File: config.mk
export PLATFORM = sky130hd
export DESIGN_NAME = bit_serial_min3_tx
export DESIGN_NICKNAME = d
export VERILOG_FILES = /design/src/rtl/bsm_pkg.sv /design/src/rtl/bsm_lane.sv /design/src/rtl/bit_serial_min3_tx.sv
export SDC_FILE = /design/constraint.sdc
export NUM_CORES = 1
export LEC_CHECK = 0
export ABC_AREA = 1
export CAP_MARGIN = 20
export CORE_MARGIN = 3
export CORE_UTILIZATION = 46
export CTS_CLUSTER_SIZE = 12
export DETAILED_ROUTE_END_ITERATION = 8
export PLACE_DENSITY = 0.76
export SETUP_SLACK_MARGIN = 0.5
export SYNTH_ARGS = -nofsm -noshare
export SYNTH_HDL_FRONTEND = slang
export SYNTH_SLANG_ARGS = --single-unit
File: constraint.sdc
create_clock -name clk -period 1.6 [get_ports clk]
set_clock_uncertainty 0.15 [all_clocks]
set_input_delay 0.24 -clock clk [delete_from_list [all_inputs] [get_ports clk]]
set_output_delay 0.24 -clock clk [all_outputs]
set_load 0.005 [all_outputs]
File: src/rtl/bsm_pkg.sv
// Shared types and helpers for the bit-serial three-way minimum transmitter.
// Lane index order everywhere is bit0=A, bit1=B, bit2=C.
package bsm_pkg;

  typedef enum logic {
    IDLE  = 1'b0,
    SHIFT = 1'b1
  } bsm_state_e;

  localparam logic [1:0] SEL_A = 2'd0;
  localparam logic [1:0] SEL_B = 2'd1;
  localparam logic [1:0] SEL_C = 2'd2;

  // Lowest surviving candidate wins, so equal minima resolve A over B over C.
  function automatic logic [1:0] first_alive(input logic [2:0] alive);
    logic [1:0] sel;
    sel = SEL_C;
    if (alive[1]) sel = SEL_B;
    if (alive[0]) sel = SEL_A;
    return sel;
  endfunction

endpackage

File: src/rtl/bsm_lane.sv
// One serial operand lane: parallel load, shift left on enable, MSB exposed.
// Zeros are shifted in, so a fully drained lane reads as 0.
module bsm_lane #(
  parameter int WIDTH = 8
) (
  input  logic             clk,
  input  logic             rst_n,
  input  logic             i_load,
  input  logic             i_shift,
  input  logic [WIDTH-1:0] i_data,
  output logic             o_msb
);

  logic [WIDTH-1:0] r_data;

  // A load has priority so a back-to-back reload on the final beat wins.
  always_ff @(posedge clk or negedge rst_n) begin
    if (!rst_n) begin
      r_data <= '0;
    end else if (i_load) begin
      r_data <= i_data;
    end else if (i_shift) begin
      r_data <= {r_data[WIDTH-2:0], 1'b0};
    end
  end

  assign o_msb = r_data[WIDTH-1];

endmodule

File: src/rtl/bit_serial_min3_tx.sv
// Bit-serial transmitter for three operands plus their running minimum,
// found MSB-first by eliminating candidates that show a 1 where the minimum has a 0.
module bit_serial_min3_tx
  import bsm_pkg::*;
#(
  parameter int WIDTH = 8
) (
  input  logic             clk,
  input  logic             rst_n,
  input  logic             in_valid,
  output logic             in_ready,
  input  logic [WIDTH-1:0] a,
  input  logic [WIDTH-1:0] b,
  input  logic [WIDTH-1:0] c,
  output logic             ser_valid,
  input  logic             ser_ready,
  output logic             ser_a,
  output logic             ser_b,
  output logic             ser_c,
  output logic             ser_min,
  output logic             ser_first,
  output logic             ser_last,
  output logic [1:0]       min_sel,
  output logic             done
);

  localparam int CW = $clog2(WIDTH);
  localparam logic [CW-1:0] CNT_MAX = CW'(WIDTH - 1);

  bsm_state_e r_state;
  bsm_state_e w_state_next;

  logic [CW-1:0] r_count;
  logic [2:0]    r_alive;
  logic [1:0]    r_min_sel;
  logic          r_done;

  logic          w_msb_a;
  logic          w_msb_b;
  logic          w_msb_c;
  logic [2:0]    w_bits;
  logic [2:0]    w_alive_next;
  logic          w_in_shift;
  logic          w_min_bit;
  logic          w_xfer;
  logic          w_last_xfer;
  logic          w_accept;

  bsm_lane #(.WIDTH(WIDTH)) u_lane_a (
    .clk     (clk),
    .rst_n   (rst_n),
    .i_load  (w_accept),
    .i_shift (w_xfer),
    .i_data  (a),
    .o_msb   (w_msb_a)
  );

  bsm_lane #(.WIDTH(WIDTH)) u_lane_b (
    .clk     (clk),
    .rst_n   (rst_n),
    .i_load  (w_accept),
    .i_shift (w_xfer),
    .i_data  (b),
    .o_msb   (w_msb_b)
  );

  bsm_lane #(.WIDTH(WIDTH)) u_lane_c (
    .clk     (clk),
    .rst_n   (rst_n),
    .i_load  (w_accept),
    .i_shift (w_xfer),
    .i_data  (c),
    .o_msb   (w_msb_c)
  );

  assign w_in_shift  = (r_state == SHIFT);
  assign w_bits      = {w_msb_c, w_msb_b, w_msb_a};
  assign w_xfer      = w_in_shift & ser_ready;
  assign w_last_xfer = w_xfer & (r_count == '0);
  assign w_accept    = in_valid & in_ready;

  // Minimum bit is 1 only if every live candidate shows 1; dead lanes are masked high.
  assign w_min_bit    = &(w_bits | ~r_alive);
  assign w_alive_next = w_min_bit ? r_alive : (r_alive & ~w_bits);

  always_ff @(posedge clk or negedge rst_n) begin
    if (!rst_n) begin
      r_state <= IDLE;
    end else begin
      r_state <= w_state_next;
    end
  end

  always_comb begin
    w_state_next = r_state;
    in_ready     = 1'b0;
    ser_valid    = 1'b0;
    case (r_state)
      IDLE: begin
        in_ready  = 1'b1;
        if (in_valid) begin
          w_state_next = SHIFT;
        end
      end
      SHIFT: begin
        ser_valid = 1'b1;
        in_ready  = w_last_xfer;
        if (w_last_xfer && !in_valid) begin
          w_state_next = IDLE;
        end
      end
      default: w_state_next = IDLE;
    endcase
  end

  // Counter and elimination mask advance only on accepted beats, so stalls hold everything.
  always_ff @(posedge clk or negedge rst_n) begin
    if (!rst_n) begin
      r_count <= '0;
      r_alive <= 3'b111;
    end else if (w_accept) begin
      r_count <= CNT_MAX;
      r_alive <= 3'b111;
    end else if (w_xfer) begin
      r_count <= r_count - CW'(1);
      r_alive <= w_alive_next;
    end
  end

  always_ff @(posedge clk or negedge rst_n) begin
    if (!rst_n) begin
      r_min_sel <= SEL_A;
      r_done    <= 1'b0;
    end else begin
      r_done <= w_last_xfer;
      if (w_last_xfer) begin
        r_min_sel <= first_alive(w_alive_next);
      end
    end
  end

  assign ser_a     = w_in_shift & w_msb_a;
  assign ser_b     = w_in_shift & w_msb_b;
  assign ser_c     = w_in_shift & w_msb_c;
  assign ser_min   = w_in_shift & w_min_bit;
  assign ser_first = w_in_shift & (r_count == CNT_MAX);
  assign ser_last  = w_in_shift & (r_count == '0);
  assign min_sel   = r_min_sel;
  assign done      = r_done;

endmodule

==> results.txt <==
* CP startpoint kind: flop
- The share of the Yosys chip area taken by registers is 0.447.
- In the global route stage, overall resource usage came out at 0.200.
- Highest clock rate: 0.609 GHz
* Clock slew at the register clock pins of the worst setup and hold paths: around 0.06 ns
- The checks that failed: setup timing.
- CTS Buf Count: 5
- Max-slew headroom at the worst pin: 0.657
- For this run, design rule violations remaining after detail routing come to 0.
- The routed layout has around 1900 vias.
- Vertical die dimension: between 70 and 80 um
- Hold Worst Slack: about 0.17 ns
- The initial antenna violation count came to 0.
- Post-synthesis cell type count: 18
- Worst hold path type: in2async
- Final routed wirelength across all metal layers: roughly 4800 um
- NumNets Final: between 300 and 400
* Synth top area cells: dfrtp_1 41%, nand3_1 13%, nand2_1 12%
* Max H-tree Level: 2
* Total of buffers placed on input and output ports: 38
- VDD sags by at most approximately 0.78 mV.
- Master of the slowest instance on the critical path: dfrtp_1
- The number of global-route vias before repair was roughly 1800.
- Placement Cell Area: ~2500 sq um
* Mean instance size in the synthesized netlist: 7.68 sq um
- In this run the worst path has a maximum fanout of 3.
* Crit path from: r_count[0]
- Once layout is complete, the utilization of the core stands at 0.725.
- Of all flip-flops after synthesis, the portion carrying an async set or reset was 1.00.
- Deepest clock path buffer count: 2
- Area Overhead vs Synth: 45.1%
* Placer's final routability congestion estimate: roughly 0.80
- For this design the ratio of total power to cell area is roughly 1500 nW/um^2.
- For the worst setup path, the data required time is 1.21 ns.
* Ratio of routed vias to standard cells: approximately 5.1
- At the pin with the least slew margin, the transition time is 0.515 ns.
* Maximum Capacitance Violations: 0
* Flip-flop and latch count after synthesis: 34
- Dpl hpwl: 2930 um
* Wire length of the first global-routing pass: roughly 7900 um
- R2r setup slk: -0.01 ns
* Crit Path Category: reg2out
- Number of cells on the worst reg-to-reg path: 10
- By count the netlist is led by 59 x nand2_1, 50 x nand3_1, 33 x inv_1, 31 x dfrtp_1, 23 x nor2_1.
- Crit path time final: 1.64 ns
- Setup repair after global routing could not meet its margin everywhere.
- Dividing the detail-routed wire length by the instance count gives approximately 13 um.
- Of the post-synthesis cell area, the dominant cell type holds 0.405.
* Ratio of cells with drive above 1 in the final layout: 0.334
- Yosys mapped a number of flops with a built-in enable equal to 0.
* Leading cell type by number of instances after synthesis: nand2_1
- Post-synthesis instance total: between 200 and 250
* Clock net sink count: 34
- In this run the cell area of the synthesized design comes to ~1900 sq um.
- CP endpoint: in_ready
- Core Area: 3830 sq um
- Final worst-path setup slack: -0.0423 ns
- Total count of max-transition violations in the final report: 0
- Endpoint kind of the worst setup timing path: output port
- The repair_antennas step left the layout with diodes totalling 0.
* Drt first-iter violations: roughly 130
- In this run the count of I/O pins placed on the die edge is 39.
- Final ANT Viol Nets: 0
- First drt pass iteration count: 4
* Grt total ovfl: 0
- TritonCTS built the clock tree.
- Outcome: finished, violations left
- The analysis attributes to cell leakage a power of 1.34 nW.
- Summing all non-filler instances in the final layout gives an area of roughly 2800 sq um.
- Critical path's largest stage delay: approximately 0.4 ns
- For this configuration, the core starts out at a cell density of 0.500.
- The die is between 70 and 80 um wide.
- Number of warnings printed during yosys synthesis: 0
- Final setup viols: 6
- Dividing the final minimum period by the clock period gives 1.03.
- For this run, the leading register cell type out of synthesis is dfrtp_1.
- Reg2Reg Capture Point: r_alive[0]
- Cell accounting for the most synthesized area: dfrtp_1
* Final-layout fill cell count: between 300 and 400
* Clock latency on the worst-skew pair: 0.29 ns
- Number of hold violations in the final report: 0
- The number of nets handed over by synthesis was 280.
- Origin of the critical flop-to-flop path: r_count[0]
- Full die area: between 4000 and 5000 sq um
* Series of cell instances along the critical path: inv_2 > ha_4 > inv_2 > nor2_4 > nand2_4 > nand2_4 > buf_6
- Num rows: 22
- Clock tree synthesis selected as its root buffer the cell clkbuf_8.
- After routing, the total negative slack on setup checks comes to -0.0686 ns.
* Largest net degree at the start of global routing: 48
- STA puts the critical path data arrival time at around 1.3 ns.
-- cell families after synthesis --
group | share of synthesized area
simple gates | 0.329
compound gates | 0.0811
buf+inv | 0.124
fa+ha+maj | 0.0196
flops | 0.447
-- cell usage in the layout (no fill, tap or decap), drive strengths merged --
cell type and count:
nand2 64, dfstp 3, nand3b 2, a21oi 1, clkbuf 7, buf 47, nand4 1, nand3 50
nor2 23, o211ai 20, inv 34, clkdlybuf4s50 26, dfrtp 31, ha 3, nor3 1, dlygate4sd2 1
-- worst max-delay path: cells and delay by family (launching register included) --
kind,cells,cell delay (ns)
adders and majority gates,1,0.12
and+or+nand+nor,3,0.22
DFF,1,0.40
buffers and inverters,3,0.22
-- area by class of cell --
type / count / area (sq um) / share of cell area
well taps: 48 / 60.1 / 0.0216
repair buffers: 74 / 673 / 0.243
inverters: 34 / 130 / 0.0469
clock buffers: 7 / 76.3 / 0.0275
flip-flops and latches: 34 / 856 / 0.308
multi-input cells: 165 / 980 / 0.353
-- per-stage QoR --
stage	instances	total power [W]	setup WS (ns)
CTS	359	0.00396	-0.0464
finish	362	0.00420	-0.0423
floorplan	249	0.00249	0.118
global placement	342	0.00316	-0.278
global route	362	0.00453	-0.120
detailed placement	342	0.00323	-0.293
-- worst min-delay path by stage --
| stage | start | to | depth (start not counted) |
|---|---|---|---|
| floorplan | rst_n | done | 0 |
| global placement | min_sel[1] | min_sel[1] | 2 |
| detailed placement | min_sel[1] | min_sel[1] | 2 |
| CTS | rst_n | u_lane_c.r_data[0] | 2 |
| finish | rst_n | r_count[1] | 2 |
| global route | rst_n | u_lane_b.r_data[0] | 2 |
-- power breakdown --
group          switching [W]  total (W)  internal (W)
sequential          0.000206    0.00142       0.00122
combinational        0.00113    0.00218       0.00105
clock               0.000298   0.000597      0.000299
total                0.00163    0.00420       0.00257
-- sequential cells by signal (all words and copies together) (netlist names) --
register	cells
u_lane_c.r_data	8
done	1
r_state	1
u_lane_b.r_data	8
min_sel	2
r_count	3
r_alive	3
u_lane_a.r_data	8
-- repair_timing --
item                       in CTS  in global routing
buffers inserted                9                  3
hold buffers                    0                  0
pin swaps                       8                  9
setup endpoints to repair      45                 45
resized for setup              63                 34
gates cloned                    1                  0
-- metal layers --
metal / global-route usage / vias up / part of all wire
met3: 0.0475 / 10 / 0.051
met5: 0 / - / 0
met4: 0.0766 / 0 / 0.022
met2: 0.324 / 54 / 0.49
met1: 0.255 / 860 / 0.44
li1: - / 930 / -
(Power assumes the default switching activity.)
